$ cat config.mk
export PLATFORM = sky130hd
export DESIGN_NAME = traceback_prefetch_window_engine_flat
export DESIGN_NICKNAME = d
export VERILOG_FILES = /design/src/rtl/traceback_prefetch_window_engine_if.sv /design/src/rtl/traceback_prefetch_window_engine.sv /design/src/flat_wrapper.sv
export SDC_FILE = /design/constraint.sdc
export NUM_CORES = 1
export LEC_CHECK = 0
export CORE_ASPECT_RATIO = 0.6
export CORE_MARGIN = 4
export CORE_UTILIZATION = 38
export CTS_BUF_LIST = sky130_fd_sc_hd__clkbuf_2 sky130_fd_sc_hd__clkbuf_4 sky130_fd_sc_hd__clkbuf_8
export DETAILED_ROUTE_END_ITERATION = 10
export GPL_ROUTABILITY_DRIVEN = 0
export HOLD_SLACK_MARGIN = 0.1
export SYNTH_ARGS = -nofsm -noshare
export SYNTH_HDL_FRONTEND = slang
export SYNTH_SLANG_ARGS = --single-unit
export TNS_END_PERCENT = 50
$ cat constraint.sdc
create_clock -name clk -period 2 [get_ports clk]
set_input_delay 0.3 -clock clk [delete_from_list [all_inputs] [get_ports clk]]
set_output_delay 0.3 -clock clk [all_outputs]
set_load 0.005 [all_outputs]
$ cat src/rtl/traceback_prefetch_window_engine_if.sv
// Bus bundle for the traceback prefetch window engine: column loading,
// window requests and window delivery.
//
// Handshake semantics (both req_* and out_*): a transfer happens on a rising
// edge where valid and ready are both high. Once raised, valid and its payload
// stay unchanged until that transfer. Ready may depend on valid of the same
// channel only through registered state, never combinationally on it, so
// there are no combinational loops through either channel.
interface traceback_prefetch_window_engine_if #(
    parameter int N               = 16,
    parameter int DIRECTION_WIDTH = 5,
    parameter int PREFETCH_LENGTH = 8,
    parameter int POSITION_WIDTH  = 10
) ();

    // Column bank control and data
    logic                                     flush;
    logic                                     col_valid;
    logic [N*DIRECTION_WIDTH-1:0]             col_k0;
    logic [N*DIRECTION_WIDTH-1:0]             col_k1;

    // Window request channel
    logic                                     req_valid;
    logic                                     req_ready;
    logic [1:0]                               req_mode;
    logic [POSITION_WIDTH-1:0]                in_block_x_startpoint;
    logic [POSITION_WIDTH-1:0]                prefetch_x_startpoint;

    // Window delivery channel
    logic                                     out_valid;
    logic                                     out_ready;
    logic [PREFETCH_LENGTH*DIRECTION_WIDTH-1:0] out_window;
    logic                                     out_sel;
    logic [3:0]                               out_epoch;

    // Side that issues columns and requests and consumes windows
    modport master (
        output flush,
        output col_valid,
        output col_k0,
        output col_k1,
        output req_valid,
        input  req_ready,
        output req_mode,
        output in_block_x_startpoint,
        output prefetch_x_startpoint,
        input  out_valid,
        output out_ready,
        input  out_window,
        input  out_sel,
        input  out_epoch
    );

    // Engine side
    modport slave (
        input  flush,
        input  col_valid,
        input  col_k0,
        input  col_k1,
        input  req_valid,
        output req_ready,
        input  req_mode,
        input  in_block_x_startpoint,
        input  prefetch_x_startpoint,
        output out_valid,
        input  out_ready,
        output out_window,
        output out_sel,
        output out_epoch
    );

endinterface

$ cat src/rtl/traceback_prefetch_window_engine.sv
// Traceback prefetch window engine.
//
// Holds one pair of direction columns (current k0, preceding k1) and, per
// accepted request, cuts a PREFETCH_LENGTH-entry window ending at the selected
// startpoint out of the virtual sequence formed by k1 followed by k0. The
// window, the startpoint selector and the column-pair epoch are registered
// and offered on a valid/ready output with one cycle of latency.
//
// Control state:
//   EMPTY - no column pair loaded, requests stall
//   IDLE  - column pair loaded, output register empty
//   BUSY  - output register holds a window awaiting out_ready
// col_loaded and out_valid are both decoded from this single state register.
module traceback_prefetch_window_engine #(
    parameter int N               = 16,
    parameter int DIRECTION_WIDTH = 5,
    parameter int PREFETCH_LENGTH = 8,
    parameter int POSITION_WIDTH  = 10
) (
    input  logic clk,
    input  logic rst_n,
    traceback_prefetch_window_engine_if.slave if_bus,
    output logic [1:0] o_dbg_state
);

    localparam int SW = $clog2(N);
    localparam int DW = DIRECTION_WIDTH;
    localparam int L  = PREFETCH_LENGTH;

    typedef enum logic [1:0] {
        ST_EMPTY = 2'd0,
        ST_IDLE  = 2'd1,
        ST_BUSY  = 2'd2
    } state_t;

    state_t                r_state;
    state_t                w_state_nxt;

    // Column bank
    logic [N*DW-1:0]       r_k0;
    logic [N*DW-1:0]       r_k1;
    logic [3:0]            r_epoch;

    // Output register
    logic [L*DW-1:0]       r_win;
    logic                  r_sel;
    logic [3:0]            r_out_epoch;

    // Decoded control
    logic                  w_col_loaded;
    logic                  w_out_valid;
    logic                  w_req_ready;
    logic                  w_accept;

    // Window selection datapath
    logic                  w_sel;
    logic [POSITION_WIDTH-1:0] w_start;
    logic [SW-1:0]         w_s;
    logic [2*N*DW-1:0]     w_v;
    logic [L*DW-1:0]       w_win;
    logic                  w_unused_start;

    // Decode handshake control from the state register
    always_comb begin
        w_col_loaded = (r_state != ST_EMPTY);
        w_out_valid  = (r_state == ST_BUSY);
        w_req_ready  = w_col_loaded && (!w_out_valid || if_bus.out_ready) && !if_bus.flush;
        w_accept     = if_bus.req_valid && w_req_ready;
    end

    // Next-state logic: flush dominates, a same-cycle column load keeps the bank usable
    always_comb begin
        w_state_nxt = r_state;
        if (if_bus.flush) begin
            w_state_nxt = if_bus.col_valid ? ST_IDLE : ST_EMPTY;
        end else begin
            unique case (r_state)
                ST_EMPTY: begin
                    if (if_bus.col_valid) begin
                        w_state_nxt = ST_IDLE;
                    end
                end
                ST_IDLE: begin
                    if (w_accept) begin
                        w_state_nxt = ST_BUSY;
                    end
                end
                ST_BUSY: begin
                    if (w_accept) begin
                        w_state_nxt = ST_BUSY;
                    end else if (if_bus.out_ready) begin
                        w_state_nxt = ST_IDLE;
                    end
                end
                default: begin
                    w_state_nxt = ST_EMPTY;
                end
            endcase
        end
    end

    // State register
    always_ff @(posedge clk or negedge rst_n) begin
        if (!rst_n) begin
            r_state <= ST_EMPTY;
        end else begin
            r_state <= w_state_nxt;
        end
    end

    // Column bank: a new pair replaces the old one and bumps the epoch; flush leaves data and epoch alone
    always_ff @(posedge clk or negedge rst_n) begin
        if (!rst_n) begin
            r_k0    <= '0;
            r_k1    <= '0;
            r_epoch <= 4'd0;
        end else if (if_bus.col_valid) begin
            r_k0    <= if_bus.col_k0;
            r_k1    <= if_bus.col_k1;
            r_epoch <= r_epoch + 4'd1;
        end
    end

    // Startpoint selection: only mode 2'b10 picks the prefetch startpoint
    always_comb begin
        w_sel   = (if_bus.req_mode == 2'b10);
        w_start = w_sel ? if_bus.prefetch_x_startpoint : if_bus.in_block_x_startpoint;
        w_s     = w_start[SW-1:0];
    end

    // Upper startpoint bits are intentionally ignored
    assign w_unused_start = ^w_start;

    // Virtual sequence: entry j of w_v is V[j-N], so k1 occupies the low half and k0 the high half
    assign w_v = {r_k0, r_k1};

    // Window entry e is V[s-(L-1)+e], i.e. w_v entry s+N-(L-1)+e; entry 0 lands in the top DW bits
    for (genvar e = 0; e < L; e++) begin : g_win
        localparam int OFF = N - (L - 1) + e;
        logic [SW:0] w_idx;
        assign w_idx = {1'b0, w_s} + OFF[SW:0];
        assign w_win[(L-1-e)*DW +: DW] = w_v[w_idx*DW +: DW];
    end

    // Output register loads on acceptance from the bank as it stood before this edge
    always_ff @(posedge clk or negedge rst_n) begin
        if (!rst_n) begin
            r_win       <= '0;
            r_sel       <= 1'b0;
            r_out_epoch <= 4'd0;
        end else if (w_accept) begin
            r_win       <= w_win;
            r_sel       <= w_sel;
            r_out_epoch <= r_epoch;
        end
    end

    // Drive the bus outputs
    always_comb begin
        if_bus.req_ready  = w_req_ready;
        if_bus.out_valid  = w_out_valid;
        if_bus.out_window = r_win;
        if_bus.out_sel    = r_sel;
        if_bus.out_epoch  = r_out_epoch;
        o_dbg_state       = r_state;
    end

endmodule

$ cat src/flat_wrapper.sv
// flat-port wrapper written by rule: the top's interface ports become plain ports
module traceback_prefetch_window_engine_flat 
#(
    parameter int N               = 16,
    parameter int DIRECTION_WIDTH = 5,
    parameter int PREFETCH_LENGTH = 8,
    parameter int POSITION_WIDTH  = 10
)
  (clk, rst_n, o_dbg_state, if_bus_flush, if_bus_col_valid, if_bus_col_k0, if_bus_col_k1, if_bus_req_valid, if_bus_req_ready, if_bus_req_mode, if_bus_in_block_x_startpoint, if_bus_prefetch_x_startpoint, if_bus_out_valid, if_bus_out_ready, if_bus_out_window, if_bus_out_sel, if_bus_out_epoch);
  traceback_prefetch_window_engine_if #(.N(N), .DIRECTION_WIDTH(DIRECTION_WIDTH), .PREFETCH_LENGTH(PREFETCH_LENGTH), .POSITION_WIDTH(POSITION_WIDTH)) if_bus_i ();
  input  logic clk;
  input  logic rst_n;
  output logic [1:0] o_dbg_state;
  input wire logic [$bits(if_bus_i.flush)-1:0] if_bus_flush;
  input wire logic [$bits(if_bus_i.col_valid)-1:0] if_bus_col_valid;
  input wire logic [$bits(if_bus_i.col_k0)-1:0] if_bus_col_k0;
  input wire logic [$bits(if_bus_i.col_k1)-1:0] if_bus_col_k1;
  input wire logic [$bits(if_bus_i.req_valid)-1:0] if_bus_req_valid;
  output wire logic [$bits(if_bus_i.req_ready)-1:0] if_bus_req_ready;
  input wire logic [$bits(if_bus_i.req_mode)-1:0] if_bus_req_mode;
  input wire logic [$bits(if_bus_i.in_block_x_startpoint)-1:0] if_bus_in_block_x_startpoint;
  input wire logic [$bits(if_bus_i.prefetch_x_startpoint)-1:0] if_bus_prefetch_x_startpoint;
  output wire logic [$bits(if_bus_i.out_valid)-1:0] if_bus_out_valid;
  input wire logic [$bits(if_bus_i.out_ready)-1:0] if_bus_out_ready;
  output wire logic [$bits(if_bus_i.out_window)-1:0] if_bus_out_window;
  output wire logic [$bits(if_bus_i.out_sel)-1:0] if_bus_out_sel;
  output wire logic [$bits(if_bus_i.out_epoch)-1:0] if_bus_out_epoch;
  assign if_bus_i.flush = if_bus_flush;
  assign if_bus_i.col_valid = if_bus_col_valid;
  assign if_bus_i.col_k0 = if_bus_col_k0;
  assign if_bus_i.col_k1 = if_bus_col_k1;
  assign if_bus_i.req_valid = if_bus_req_valid;
  assign if_bus_req_ready = if_bus_i.req_ready;
  assign if_bus_i.req_mode = if_bus_req_mode;
  assign if_bus_i.in_block_x_startpoint = if_bus_in_block_x_startpoint;
  assign if_bus_i.prefetch_x_startpoint = if_bus_prefetch_x_startpoint;
  assign if_bus_out_valid = if_bus_i.out_valid;
  assign if_bus_i.out_ready = if_bus_out_ready;
  assign if_bus_out_window = if_bus_i.out_window;
  assign if_bus_out_sel = if_bus_i.out_sel;
  assign if_bus_out_epoch = if_bus_i.out_epoch;
  traceback_prefetch_window_engine #(.N(N), .DIRECTION_WIDTH(DIRECTION_WIDTH), .PREFETCH_LENGTH(PREFETCH_LENGTH), .POSITION_WIDTH(POSITION_WIDTH)) u_core (.clk(clk), .rst_n(rst_n), .if_bus(if_bus_i), .o_dbg_state(o_dbg_state));
endmodule
; ---- Word-level counts from Yosys, hierarchy flattened
; Index checks and enable logic that the tools add are counted.
; Widths: inputs -> output; s select.
[word_totals]
regBits = 211
input_bits = 188
output_inout_bits = 49
wordCells = 55
[op_classes]
multipliers = 8
reduce_logical = 9
shift = 8
addsub = 9
mux = 8
n_eq_ne = 6
[op_table]
columns = operator, count
row1 = $shiftx 160x9->5, 8
row2 = $mul 5x3->8 const B, 8
row3 = $add 4x4->5 const B, 7
row4 = $mux 2, 5
row5 = $pmux 2 s3, 1
row6 = $add 4x5->5 const B, 1
row7 = $add 4x1->4 const B, 1
row8 = $eq 2x2->1 const B, 2
row9 = $mux 4, 1
row10 = $ne 4x2->1 const B, 1
row11 = $logic_and 1x1->1, 3
row12 = $ne 3x2->1 const B, 1
row13 = $ne 3x3->1 const B, 1
row14 = $reduce_and 3->1, 1
row15 = $eq 2x1->1 const B, 1
row16 = $logic_not 1->1, 2
row17 = $logic_not 2->1, 1
row18 = $reduce_bool 2->1, 1
row19 = $logic_or 1x1->1, 1
row20 = $mux 1, 1

; ---- Longest topological paths before layout
[logic_depth]
ltp_word = 9
mapped_depth = 11
depth_no_buf = 6

; ---- Worst setup path after synthesis
; OpenSTA, ideal clock, no wires.
[synth_timing]
path_type = input to register
start = in if_bus_req_mode[0]
end = reg u_core.r_win[15] (netlist: u_core.if_bus.out_window[15])
path_buffers = 3
setup_slack_ps = 150
t_required_ps = 1863
arrival_ps = 1713
stages = 8
setup_ps = 137
cell_sequence = nand2b_4 > buf_6 > a21o_1 > buf_6 > buf_6 > mux4_2 > a222oi_1 > o31ai_1
[synth_between]
elab_chain_cells = 5
[synth_lines]
columns = item, line
row1 = from (decl), flat_wrapper.sv:20  ; input wire logic [$bits(if_bus_i.req_mode)-1:0] if_bus_req_mode;
row2 = $eq 2x2->1, traceback_prefetch_window_engine.sv:126  ; w_sel = (if_bus.req_mode == 2'b10);
row3 = $mux 4, traceback_prefetch_window_engine.sv:127  ; w_start = w_sel ? if_bus.prefetch_x_startpoint : if_bus.in_block_x_startpoint;
row4 = $add 4x4->5, traceback_prefetch_window_engine.sv:141  ; assign w_idx = {1'b0, w_s} + OFF[SW:0];
row5 = $mul 5x3->8, traceback_prefetch_window_engine.sv:142  ; assign w_win[(L-1-e)*DW +: DW] = w_v[w_idx*DW +: DW];
row6 = $shiftx 160x9->5, traceback_prefetch_window_engine.sv:142
row7 = to (signal assigned), traceback_prefetch_window_engine.sv:152  ; r_win <= w_win;
row8 = to (decl), traceback_prefetch_window_engine.sv:45  ; logic [L*DW-1:0] r_win;
; No other way between the ends.
; A chain may end at the register's enable or synchronous reset.

; ---- Worst setup path in the final report
[layout_timing]
start = in if_bus_prefetch_x_startpoint[0]
end = reg u_core.r_win[33] (netlist: u_core.if_bus.out_window[33])
[layout_between]
elab_chain_cells = 4
[layout_lines]
columns = item, line
row1 = from (decl), flat_wrapper.sv:22  ; input wire logic [$bits(if_bus_i.prefetch_x_startpoint)-1:0] if_bus_prefetch_x_startpoint;
row2 = $mux 4, traceback_prefetch_window_engine.sv:127
row3 = $add 4x4->5, traceback_prefetch_window_engine.sv:141
row4 = $mul 5x3->8, traceback_prefetch_window_engine.sv:142
row5 = $shiftx 160x9->5, traceback_prefetch_window_engine.sv:142
; No other way between the ends.

==> out/qor.csv <==
stage,metric,value,unit
timing,fin_crit,1.95,ns
timing,layout_setup_ws,0.0467,ns
synthesis,yosys.area_share.adder,0.129,%
placed_design,portBuffers,179,
setup_path,crit_top_cell,o22ai_1,
global_routing,grt_start_max_net_pins,73,
power_and_ir_drop,peakVddDrop,0.428,mV
timing,rsz0062_at_grt,false,
final_layout,nNetsFinal,1369,
clocking,cts_sinks,166,
synthesis,syn_area_per_cell,11.0,um^2
timing,fin_crit_sh,97.7,%
setup_path,cp-startpoint,if_bus_prefetch_x_startpoint[0],
drt,remaining_drc_errors,0,
synthesis,ys_seq_area_share,42.7,%
power_and_ir_drop,p_leak,5.95,nW
clocking,clk_pin_slew,0.09,ns
final_layout,drive_above_1_share,30.1,%
power_and_ir_drop,p_sw_share,32.5,%
synthesis,yosys.area_share.simple,8.76,%
final_layout,multiInputGateArea,5330,um^2
drt,vias_per_cell,5.80,
timing,hold_viol,0,
synthesis,synth_top_family_by_area,multiplexers,
timing,worst_pin_slew,0.612,ns
timing,relSlewSlack,59.0,%
setup_path,crit_path_end_kind,flip-flop,
final_layout,final_cell_mix,"clkdlybuf4s50_1, dfrtp_1, buf_4",
final_layout,regArea,4150,um^2
setup_path,worstReg2RegEnd,u_core.if_bus.out_window[11],
floorplan,dieArea,28300,um^2
clocking,cts_tree,yes,
power_and_ir_drop,powerDensity,786,nW/um^2
final_layout,finalNonFillerCells,1520,
setup_path,r2r_slack,0.11,ns
setup_path,cpLargestDelayFamily,buffers and inverters,
setup_path,reg2reg_depth,8,
drt,dr.first_iter.drc_count,954,
synthesis,synth_compound_area_share,12.2,%
flow_run,max_cap_viol_count,0,
floorplan,core,25200,um^2
global_routing,antenna_found_initial,0,
run_status,status,"complete, no violations",
power_and_ir_drop,finalPower,10.8,mW
global_routing,grt_pass1_wl,53200,um
synthesis,synth_ff_type,dfrtp_1,
final_layout,final_common_cell,clkdlybuf4s50_1,
floorplan,initial_utilization,38.6,%
setup_path,reg2reg_from,u_core.o_dbg_state[1],
floorplan,num_io_pins,237,
synthesis,synth_area,9730,um^2
drt,first_pass_iters,6,
synthesis,synth_edf_count,0,
final_layout,area_growth,40.7,%
setup_path,crit_end,u_core.if_bus.out_window[33],
clocking,cts_buffer_depth,2,
timing,tns,0,ns
floorplan,rows,45,
timing,slew_violations,0,
power_and_ir_drop,power.switching,3.50,mW
synthesis,synth_xor_area_share,0.270,%
placed_design,dp_cells,1479,
min_path,hp-class,input pin to async pin,
drt,antenna_left,0,
drt,routedWlPerCell,23.2,um
timing,final-setup-viol-count,0,
setup_path,required,2.36,ns
timing,skew,0.0136,ns
global_routing,grt-ovfl-total,0,
placed_design,hpwl,26900,um
setup_path,cp_max_fo,16,
synthesis,synth_cells,881,
setup_path,startpoint_type,input pin,
setup_path,path_buf_inv,3,
synthesis,ys_async_sr_fraction,100,%
setup_path,crit_arrival,2.31,ns
synthesis,synth.area.mux_share,32.0,%
setup_path,path_class,input pin to flip-flop,
setup_path,cp_num_cells,9,
timing,max_freq,0.512,GHz
clocking,htreeDepth,4,
drt,routed_wl,35300,um
power_and_ir_drop,pwr-share-comb,33.9,%
global_routing,grt_use_total,24.3,%
clocking,clockRootBuffer,clkbuf_8,
synthesis,syn_nets,1070,
power_and_ir_drop,p_int,7.26,mW
setup_path,crit_slowest_cell,clkdlybuf4s50_1,
final_layout,fill_cells,2233,
synthesis,netlist-cell-type-count,48,
drt,vias,8814,
power_and_ir_drop,clkPwrFrac,23.1,%
setup_path,crit_chain,clkdlybuf4s50_1 > and3b_1 > a21o_4 > buf_16 > mux2i_1 > buf_4 > o22ai_1 > o22ai_1 > a31oi_1,
floorplan,die_x,215,um
clocking,numCtsBuffers,17,
final_layout,n_antenna_cell,0,
synthesis,ys_warn_count,0,
setup_path,slowest_delay,0.45,ns
power_and_ir_drop,seqPwrFrac,43.0,%
clocking,clk_latency,0.48,ns
placed_design,dpl_worst_slack,-0.639,ns
floorplan,die-height,132,um
synthesis,synth-seq-cells,166,
global_routing,grt_pass1_vias,8735,
## worst register-to-register path, cell delays in order (launching register included)
cell and delay [ns]:
dfrtp_1 0.43, a21o_1 0.21, and2_0 0.17, nand2_1 0.08
buf_6 0.15, nor2_1 0.07, buf_4 0.18, a222oi_1 0.32
o21ai_1 0.14
## per-layer routing
metal	vias to the layer above	share of wire, %	GRT usage, %
li1	3934	-	-
met1	4385	47	37.3
met2	457	42	34.5
met3	38	9.8	5.80
met4	0	1.6	5.51
met5	-	0	0
## per-stage QoR
step           hold slack [ns]  cell area [um^2]  utilization [%]
2_1_floorplan          0.00441              9730                -
3_3_place_gp             0.234             13100             51.8
3_5_place_dp             0.239             13100             51.8
4_1_cts                  0.274             13500             53.6
5_1_grt                  0.292             13700             54.3
6_report                 0.277             13700             54.3
## cell families after synthesis
family	count (synthesis)
simple gates	197
compound gates	165
flops	166
fa+ha+maj	1
xor+xnor	3
mux	277
buf+inv	72
## timing repair
item / in CTS / in global routing
pin swaps: 4 / 3
endpoints found under the setup margin: 33 / 11
hold buffers: 1 / 0
gates cloned: 0 / 2
resized for setup: 13 / 15
endpoints found under the hold margin: 83 / 0
buffers inserted: 3 / 5
## flip-flops by register name, summed over array words and instances, names as in the netlist
register,count
u_core.if_bus.out_sel,1
u_core.if_bus.out_epoch,4
u_core.r_k1,35
u_core.if_bus.out_window,40
u_core.r_k0,80
u_core.o_dbg_state,2
u_core.r_epoch,4
## power by group through the flow
stage | sequential, mW | combinational [mW] | clock, mW
floorplan | 4.39 | 1.65 | 0
global placement | 4.65 | 3.47 | 0
detailed placement | 4.66 | 3.52 | 0
CTS | 4.60 | 3.56 | 2.55
global route | 4.68 | 3.93 | 2.68
finish | 4.63 | 3.64 | 2.48
## worst min path at each step
stage               startpoint                    endpoint  slack (ns)  depth (start not counted)
global placement         rst_n       u_core.o_dbg_state[1]        0.23                          1
global route             rst_n       u_core.o_dbg_state[1]        0.29                          2
floorplan                rst_n  u_core.if_bus.out_epoch[0]       0.004                          0
detailed placement       rst_n       u_core.o_dbg_state[1]        0.24                          1
finish                   rst_n       u_core.o_dbg_state[1]        0.28                          2
CTS                      rst_n       u_core.o_dbg_state[1]        0.27                          2
## cell usage after synthesis, drive strengths merged, types with 7 or more instances
cell    count  area [um^2]
dfrtp     166         4150
mux2i     145         1460
nand2     120          450
mux2      118         1330
buf        37          251
nand3      36          180
a22oi      33          248
clkbuf     33          124
a21oi      26          134
o21ai      26          130
a221oi     22          193
a32oi      19          166
nor2       18         67.6
mux4       14          315
o211ai      8         60.1
a222oi      7         70.1
## cell type report
| class | count | share of cell area, % |
|---|---|---|
| multi-input combinational | 643 | 38.9 |
| tap | 329 | 3.01 |
| clock buffer | 22 | 2.07 |
| inverter | 2 | 0.0548 |
| sequential | 166 | 30.3 |
| timing repair buffer | 350 | 24.9 |
| clock inverter | 8 | 0.722 |
No activity file was read; power rests on OpenSTA's default activity.
